<file path="src/rtl/hazard_scoreboard_pkg.sv">
// Shared types for the hazard scoreboard: register-specifier widths, forwarding
// mode selector, the scoreboard entry record and the source-match helper.
package hazard_scoreboard_pkg;

  localparam int unsigned DefaultRegAddrW = 5;
  // Scoreboard entries hold a fixed-width dest; narrower specifiers are zero-extended.
  localparam int unsigned MaxRegAddrW     = 8;

  typedef enum logic {
    FwdNone    = 1'b0,  // full RAW interlock against every tracked stage
    FwdLoadUse = 1'b1   // only load-use against the ID/EX entry
  } fwd_mode_e;

  typedef struct packed {
    logic                   valid;
    logic                   is_load;
    logic [MaxRegAddrW-1:0] dest;
  } sb_entry_t;

  // Register $0 is hard-wired, so a write to it never creates a dependency.
  function automatic logic src_match(sb_entry_t entry, logic [MaxRegAddrW-1:0] src,
                                     logic uses_src);
    return entry.valid & (entry.dest != '0) & (entry.dest == src) & uses_src;
  endfunction

endpackage

</file>
<file path="src/rtl/hazard_scoreboard_if.sv">
// ID-stage hazard bus. The master side (pipeline) presents the instruction in ID
// and the branch outcome; the slave side (hazard unit) returns PC/IF-ID/bubble/flush
// controls and the stall counter.
interface hazard_scoreboard_if
  import hazard_scoreboard_pkg::*;
#(
  parameter int unsigned RegAddrW = DefaultRegAddrW,
  parameter int unsigned CntW     = 16
);

  logic [RegAddrW-1:0] if_id_rs;
  logic [RegAddrW-1:0] if_id_rt;
  logic                if_id_uses_rs;
  logic                if_id_uses_rt;
  logic                id_reg_write;
  logic                id_mem_read;
  logic [RegAddrW-1:0] id_write_reg;
  logic                id_mul_div;
  logic                id_uses_hi_lo;
  logic                branch_taken;

  logic                pc_write;
  logic                if_id_write;
  logic                control_mux;
  logic                if_id_flush;
  logic [CntW-1:0]     stall_cycles;

  modport master (
    output if_id_rs, if_id_rt, if_id_uses_rs, if_id_uses_rt, id_reg_write, id_mem_read,
           id_write_reg, id_mul_div, id_uses_hi_lo, branch_taken,
    input  pc_write, if_id_write, control_mux, if_id_flush, stall_cycles
  );

  modport slave (
    input  if_id_rs, if_id_rt, if_id_uses_rs, if_id_uses_rt, id_reg_write, id_mem_read,
           id_write_reg, id_mul_div, id_uses_hi_lo, branch_taken,
    output pc_write, if_id_write, control_mux, if_id_flush, stall_cycles
  );

endinterface

</file>
<file path="src/rtl/hazard_muldiv_busy.sv">
// HI/LO busy interlock. A counter loads MuldivLat-1 when a mul/div issues and
// counts down to zero; any HI/LO user (mul/div or mfhi/mflo) in ID while it is
// non-zero raises the busy hazard.
// Ports: clk_i, rst_i (sync, active-high), issue_i (mul/div leaves ID this cycle),
//        needs_hilo_i (ID instruction touches HI/LO), busy_hazard_o.
module hazard_muldiv_busy #(
  parameter int unsigned MuldivLat = 4
) (
  input  logic clk_i,
  input  logic rst_i,
  input  logic issue_i,
  input  logic needs_hilo_i,
  output logic busy_hazard_o
);

  localparam int unsigned BusyW = (MuldivLat > 1) ? $clog2(MuldivLat) : 1;
  localparam logic [BusyW-1:0] LoadVal = BusyW'(MuldivLat - 1);

  logic [BusyW-1:0] busy_q, busy_d;

  always_comb begin
    busy_d = busy_q;
    if (issue_i) begin
      busy_d = LoadVal;
    end else if (busy_q != '0) begin
      busy_d = busy_q - 1'b1;
    end
  end

  always_ff @(posedge clk_i) begin
    if (rst_i) begin
      busy_q <= '0;
    end else begin
      busy_q <= busy_d;
    end
  end

  assign busy_hazard_o = (busy_q != '0) & needs_hilo_i;

endmodule

</file>
<file path="src/rtl/hazard_scoreboard.sv">
// Hazard unit for the 5-stage MIPS pipeline. Tracks in-flight destinations of the
// TrackDepth stages after ID in a shifting scoreboard and stalls the ID instruction
// on RAW (all stages, or load-use only when forwarding) or on a busy HI/LO unit.
// A taken branch flushes IF/ID and bubbles ID/EX, overriding any stall.
// Ports: clk_i, rst_i (sync, active-high), bus (hazard_scoreboard_if.slave):
//        ID instruction fields + branch_taken in; pc_write, if_id_write,
//        control_mux, if_id_flush, stall_cycles out.
module hazard_scoreboard
  import hazard_scoreboard_pkg::*;
#(
  parameter int unsigned RegAddrW   = DefaultRegAddrW,
  parameter int unsigned TrackDepth = 2,
  parameter fwd_mode_e   Forwarding = FwdNone,
  parameter int unsigned MuldivLat  = 4,
  parameter int unsigned CntW       = 16
) (
  input  logic               clk_i,
  input  logic               rst_i,
  hazard_scoreboard_if.slave bus
);

  sb_entry_t [TrackDepth-1:0] sb_q, sb_d;
  logic [CntW-1:0]            stall_cnt_q, stall_cnt_d;
  logic [MaxRegAddrW-1:0]     rs, rt;
  logic                       raw, busy_hazard, stall, flush, control_mux;

  assign rs = MaxRegAddrW'(bus.if_id_rs);
  assign rt = MaxRegAddrW'(bus.if_id_rt);

  always_comb begin
    raw = 1'b0;
    if (Forwarding == FwdNone) begin
      for (int i = 0; i < TrackDepth; i++) begin
        raw |= src_match(sb_q[i], rs, bus.if_id_uses_rs) |
               src_match(sb_q[i], rt, bus.if_id_uses_rt);
      end
    end else begin
      raw = sb_q[0].is_load & (src_match(sb_q[0], rs, bus.if_id_uses_rs) |
                               src_match(sb_q[0], rt, bus.if_id_uses_rt));
    end
  end

  hazard_muldiv_busy #(
    .MuldivLat(MuldivLat)
  ) u_muldiv_busy (
    .clk_i        (clk_i),
    .rst_i        (rst_i),
    .issue_i      (bus.id_mul_div & control_mux),
    .needs_hilo_i (bus.id_mul_div | bus.id_uses_hi_lo),
    .busy_hazard_o(busy_hazard)
  );

  // Reset forces default controls even while the old state still shows a hazard.
  assign stall       = (raw | busy_hazard) & ~bus.branch_taken & ~rst_i;
  assign flush       = bus.branch_taken & ~rst_i;
  assign control_mux = ~stall & ~flush;

  assign bus.pc_write     = ~stall;
  assign bus.if_id_write  = ~stall;
  assign bus.control_mux  = control_mux;
  assign bus.if_id_flush  = flush;
  assign bus.stall_cycles = stall_cnt_q;

  // Stalled or wrong-path instructions enter ID/EX as a bubble.
  always_comb begin
    sb_d = sb_q;
    if (control_mux) begin
      sb_d[0] = '{valid:   bus.id_reg_write,
                  is_load: bus.id_mem_read,
                  dest:    MaxRegAddrW'(bus.id_write_reg)};
    end else begin
      sb_d[0] = '0;
    end
    for (int i = 1; i < TrackDepth; i++) begin
      sb_d[i] = sb_q[i-1];
    end
  end

  always_comb begin
    stall_cnt_d = stall_cnt_q;
    if (stall && (stall_cnt_q != '1)) begin
      stall_cnt_d = stall_cnt_q + 1'b1;
    end
  end

  always_ff @(posedge clk_i) begin
    if (rst_i) begin
      sb_q        <= '0;
      stall_cnt_q <= '0;
    end else begin
      sb_q        <= sb_d;
      stall_cnt_q <= stall_cnt_d;
    end
  end

  // The oldest entry and some is_load bits are only shifted, never compared.
  logic unused_sb;
  assign unused_sb = ^sb_q;

endmodule

</file>
<file path="src/flat_wrapper.sv">
// flat-port wrapper written by rule: the top's interface ports become plain ports
module hazard_scoreboard_flat import hazard_scoreboard_pkg::*;
#(
  parameter int unsigned RegAddrW   = DefaultRegAddrW,
  parameter int unsigned TrackDepth = 2,
  parameter fwd_mode_e   Forwarding = FwdNone,
  parameter int unsigned MuldivLat  = 4,
  parameter int unsigned CntW       = 16
)
  (clk_i, rst_i, bus_if_id_rs, bus_if_id_rt, bus_if_id_uses_rs, bus_if_id_uses_rt, bus_id_reg_write, bus_id_mem_read, bus_id_write_reg, bus_id_mul_div, bus_id_uses_hi_lo, bus_branch_taken, bus_pc_write, bus_if_id_write, bus_control_mux, bus_if_id_flush, bus_stall_cycles);
  hazard_scoreboard_if #(.RegAddrW(RegAddrW), .CntW(CntW)) bus_i ();
  input  logic clk_i;
  input  logic rst_i;
  input wire logic [$bits(bus_i.if_id_rs)-1:0] bus_if_id_rs;
  input wire logic [$bits(bus_i.if_id_rt)-1:0] bus_if_id_rt;
  input wire logic [$bits(bus_i.if_id_uses_rs)-1:0] bus_if_id_uses_rs;
  input wire logic [$bits(bus_i.if_id_uses_rt)-1:0] bus_if_id_uses_rt;
  input wire logic [$bits(bus_i.id_reg_write)-1:0] bus_id_reg_write;
  input wire logic [$bits(bus_i.id_mem_read)-1:0] bus_id_mem_read;
  input wire logic [$bits(bus_i.id_write_reg)-1:0] bus_id_write_reg;
  input wire logic [$bits(bus_i.id_mul_div)-1:0] bus_id_mul_div;
  input wire logic [$bits(bus_i.id_uses_hi_lo)-1:0] bus_id_uses_hi_lo;
  input wire logic [$bits(bus_i.branch_taken)-1:0] bus_branch_taken;
  output wire logic [$bits(bus_i.pc_write)-1:0] bus_pc_write;
  output wire logic [$bits(bus_i.if_id_write)-1:0] bus_if_id_write;
  output wire logic [$bits(bus_i.control_mux)-1:0] bus_control_mux;
  output wire logic [$bits(bus_i.if_id_flush)-1:0] bus_if_id_flush;
  output wire logic [$bits(bus_i.stall_cycles)-1:0] bus_stall_cycles;
  assign bus_i.if_id_rs = bus_if_id_rs;
  assign bus_i.if_id_rt = bus_if_id_rt;
  assign bus_i.if_id_uses_rs = bus_if_id_uses_rs;
  assign bus_i.if_id_uses_rt = bus_if_id_uses_rt;
  assign bus_i.id_reg_write = bus_id_reg_write;
  assign bus_i.id_mem_read = bus_id_mem_read;
  assign bus_i.id_write_reg = bus_id_write_reg;
  assign bus_i.id_mul_div = bus_id_mul_div;
  assign bus_i.id_uses_hi_lo = bus_id_uses_hi_lo;
  assign bus_i.branch_taken = bus_branch_taken;
  assign bus_pc_write = bus_i.pc_write;
  assign bus_if_id_write = bus_i.if_id_write;
  assign bus_control_mux = bus_i.control_mux;
  assign bus_if_id_flush = bus_i.if_id_flush;
  assign bus_stall_cycles = bus_i.stall_cycles;
  hazard_scoreboard #(.RegAddrW(RegAddrW), .TrackDepth(TrackDepth), .Forwarding(Forwarding), .MuldivLat(MuldivLat), .CntW(CntW)) u_core (.clk_i(clk_i), .rst_i(rst_i), .bus(bus_i));
endmodule
</file>
<file path="config.mk">
export PLATFORM = sky130hd
export DESIGN_NAME = hazard_scoreboard_flat
export DESIGN_NICKNAME = d
export VERILOG_FILES = /design/src/rtl/hazard_scoreboard_pkg.sv /design/src/rtl/hazard_scoreboard_if.sv /design/src/rtl/hazard_muldiv_busy.sv /design/src/rtl/hazard_scoreboard.sv /design/src/flat_wrapper.sv
export SDC_FILE = /design/constraint.sdc
export NUM_CORES = 1
export LEC_CHECK = 0
export ABC_AREA = 1
export ABC_CLOCK_PERIOD_IN_PS = 3300
export CAP_MARGIN = 20
export CORE_ASPECT_RATIO = 1.75
export CORE_MARGIN = 5
export CORE_UTILIZATION = 23
export CTS_BUF_LIST = sky130_fd_sc_hd__clkbuf_4
export DETAILED_ROUTE_END_ITERATION = 10
export GPL_ROUTABILITY_DRIVEN = 0
export PLACE_DENSITY = 0.54
export SYNTH_ARGS = -nofsm -noshare
export SYNTH_HDL_FRONTEND = slang
export SYNTH_HIERARCHICAL = 1
export SYNTH_SLANG_ARGS = --single-unit
export TNS_END_PERCENT = 10
</file>
<file path="constraint.sdc">
create_clock -name clk_i -period 3.3 [get_ports clk_i]
set_clock_uncertainty 0.05 [all_clocks]
set_input_delay 0.66 -clock clk_i [delete_from_list [all_inputs] [get_ports clk_i]]
set_output_delay 0.66 -clock clk_i [all_outputs]
set_load 0.005 [all_outputs]
</file>
==> results.toml <==
[critical_path]
timing.rr.start = "u_core/bus.stall_cycles[0]$_SDFFE_PP0P_"
reg2reg_slack_ps = 1130
critical_path_class = "input pin to output pin"
crit_arrival_ps = 2450
critPathMaxFanout = 3
reg2regPathDepth = 9
critPathCaptureType = "output pin"
worstReg2RegEnd = "u_core/bus.stall_cycles[5]$_SDFFE_PP0P_"
required_ps = 2590
start_kind = "input pin"

[routing]
ant_nets = 0
vias = 1939
first_iter_violations = 50
post-route-drc-count = 0
finalWirelength_um = 5210
first_pass_iters = 4
avgRoutedWirePerCell_um = 11.9
vias_per_cell = 4.43

[power_and_ir_drop]
peakVddDrop_mv = 0.145
powerDensity_nw_per_um2 = 299
p_leak_nw = 1.15

[die]
die_x_um = 78.3
die_y_um = 129
coreArea_um2 = 7960
dieArea_um2 = 10100
rows = 43
ios = 44
start_util_pct = 23.6

[clocking]
cts.sinks = 30
cts_buffers = 5
postCtsSetupBuffers = 0
path_clk_slew_ps = 90
cts_buffer_depth = 2
clockRootBuffer = "clkbuf_4"
cts_hold_buffers = 0
insertion_delay_ps = 330
htree_levels = 2
cts_tree = "done"

[place]
dpl_cell_area_um2 = 2400
hpwl_um = 4110
io_buffers = 42

[min_path]
min_to = "u_core/sb_q[19]$_SDFF_PP0_"
min_path_type = "register to register"
worstHoldStart = "u_core/sb_d[19]$_SDFF_PP0_"
whs_path_depth = 2

[synth]
syn-num-nets = 327
yosysTopAreaCell = "dfxtp_1"
ys_top_cells_by_area = "dfxtp_1, nand2_1, nor2_1"
synth_seq_cells = 30
syn_inst = 301
ys_warn_count = 6
avgSynthCellArea_um2 = 6.23
syn_area_um2 = 1880
yosysTopAreaCellShare_pct = 32.0
synth-seq-area-share_pct = 32.0
ys_types = 29

[layout]
diodes = 0
design_area_um2 = 2490
fin_nets = 373
fin_util_pct = 31.2
final_layout_size_suffix_gt1_share_pct = 10.9
syn2layout_area_growth_pct = 32.6

[sta]
fin_crit_ps = 3160
max_slew_margin_pct = 76.6
worst_pin_slew_ps = 350
fmax_mhz = 317
finalMaxSlewViolations = 0
period_share_pct = 95.7
setup_viol = 0
rsz0062_at_grt = "no"
final_hold_viol_count = 0
finalSetupTns_ps = 0

[global_routing]
grt_first_pass_wirelength_um = 8820
grt_overflow = 0
gr-usage-all-layers_pct = 10.9
antenna_found_initial = 0
grt_pass1_vias = 1897
grt_max_degree = 18

[flow_run]
cap_violations = 0

[status]
run_status = "finished, final reports clean"
per-stage QoR:
step | worst slack, ps | total power, mW | hold WS [ps] | instances
after floorplan | 1040 | 0.475 | 350 | 301
final | 142 | 0.744 | 375 | 438
after global placement | 56.3 | 0.541 | 359 | 430
after detailed placement | 56.8 | 0.543 | 365 | 430
after global routing | 5.35 | 0.797 | 412 | 438
after CTS | 45.3 | 0.758 | 378 | 438
worst max-delay path, cell delays in order:
cell and delay, ps:
clkdlybuf4s50_1 470, inv_1 70, nand2_1 90, nand2_1 70
nor2_2 130, nand3_2 80, nand2_1 70, nand2_1 60
nand3_2 80, nand2_1 80, buf_4 150, clkdlybuf4s50_1 440
cell families (layout without fill, tap and decap cells):
kind of cell | count (synthesis) | after routing | synth area share, %
and+or+nand+nor | 176 | 176 | 40.6
xor gates and xnor gates | 13 | 13 | 6.07
adders and majority gates | 2 | 2 | 1.33
DFF | 30 | 30 | 32.0
AOI/OAI and AO/OA | 21 | 21 | 7.47
buffers and inverters | 59 | 106 | 12.5
per-layer routing:
metal	vias to the layer above	GRT usage, %	part of all wire (%)
li1	1021	-	-
met1	859	11.6	40
met2	48	20.5	53
met3	11	2.78	5.0
met4	0	4.22	2.2
met5	-	0	0
sequential cells by signal, indices dropped and copies added, names as in the netlist:
signal / cells
u_core/bus.stall_cycles: 16
u_core/sb_d: 6
u_core/sb_q: 6
u_core/u_muldiv_busy/busy_q: 2
timing repair:
action,in CTS,in global routing
endpoints found under the setup margin,0,3
gates resized for setup,0,11
endpoints found under the hold margin,0,0
area by class of cell:
type / instances / area [µm²]
fillers: 904 / 5480
multi-input cells: 212 / 1050
well taps: 90 / 113
repair buffers: 47 / 473
inverters: 51 / 193
clock buffers: 6 / 45.0
clock inverters: 2 / 8.76
flip-flops and latches: 30 / 601
cell usage after synthesis, drive strengths merged:
master  count
nand2      93
inv        49
nor2       47
dfxtp      30
nand4      17
a21oi      14
nand3      13
xor2        9
o21ai       6
buf         4
clkbuf      4
nor3        4
xnor2       4
clkinv      2
ha          2
a31oi       1
nor4        1
or2         1
placed cells by master, fill, tap and decap left out, drive strengths merged, types with 4 or more instances in the layout:
cell / Yosys / layout
clkdlybuf4s50: 0 / 36
o21ai: 6 / 6
a21oi: 14 / 14
dlymetal6s2s: 0 / 6
inv: 49 / 49
nor2: 47 / 47
nand2: 93 / 93
xor2: 9 / 9
buf: 4 / 5
clkinv: 2 / 4
nand3: 13 / 13
clkbuf: 4 / 6
nor3: 4 / 4
dfxtp: 30 / 30
xnor2: 4 / 4
nand4: 17 / 17
worst max-delay path by stage:
stage                          from               to  slack [ps]  cells past startpoint
CTS                 bus_if_id_rt[4]  bus_control_mux          50                     13
finish              bus_if_id_rt[4]  bus_if_id_write         140                     12
global route        bus_if_id_rt[4]  bus_if_id_write           5                     12
global placement    bus_if_id_rt[4]  bus_control_mux          60                     13
detailed placement  bus_if_id_rt[4]  bus_control_mux          60                     13
floorplan            bus_id_mul_div  bus_control_mux        1040                      8
where the power goes:
| part | switching [mW] | internal [mW] | leakage (nW) |
|---|---|---|---|
| sequential | 0.00710 | 0.372 | 0.244 |
| clock | 0.122 | 0.0881 | 0.0331 |
| combinational | 0.0871 | 0.0674 | 0.868 |
Power figures use the tool's default switching activity.
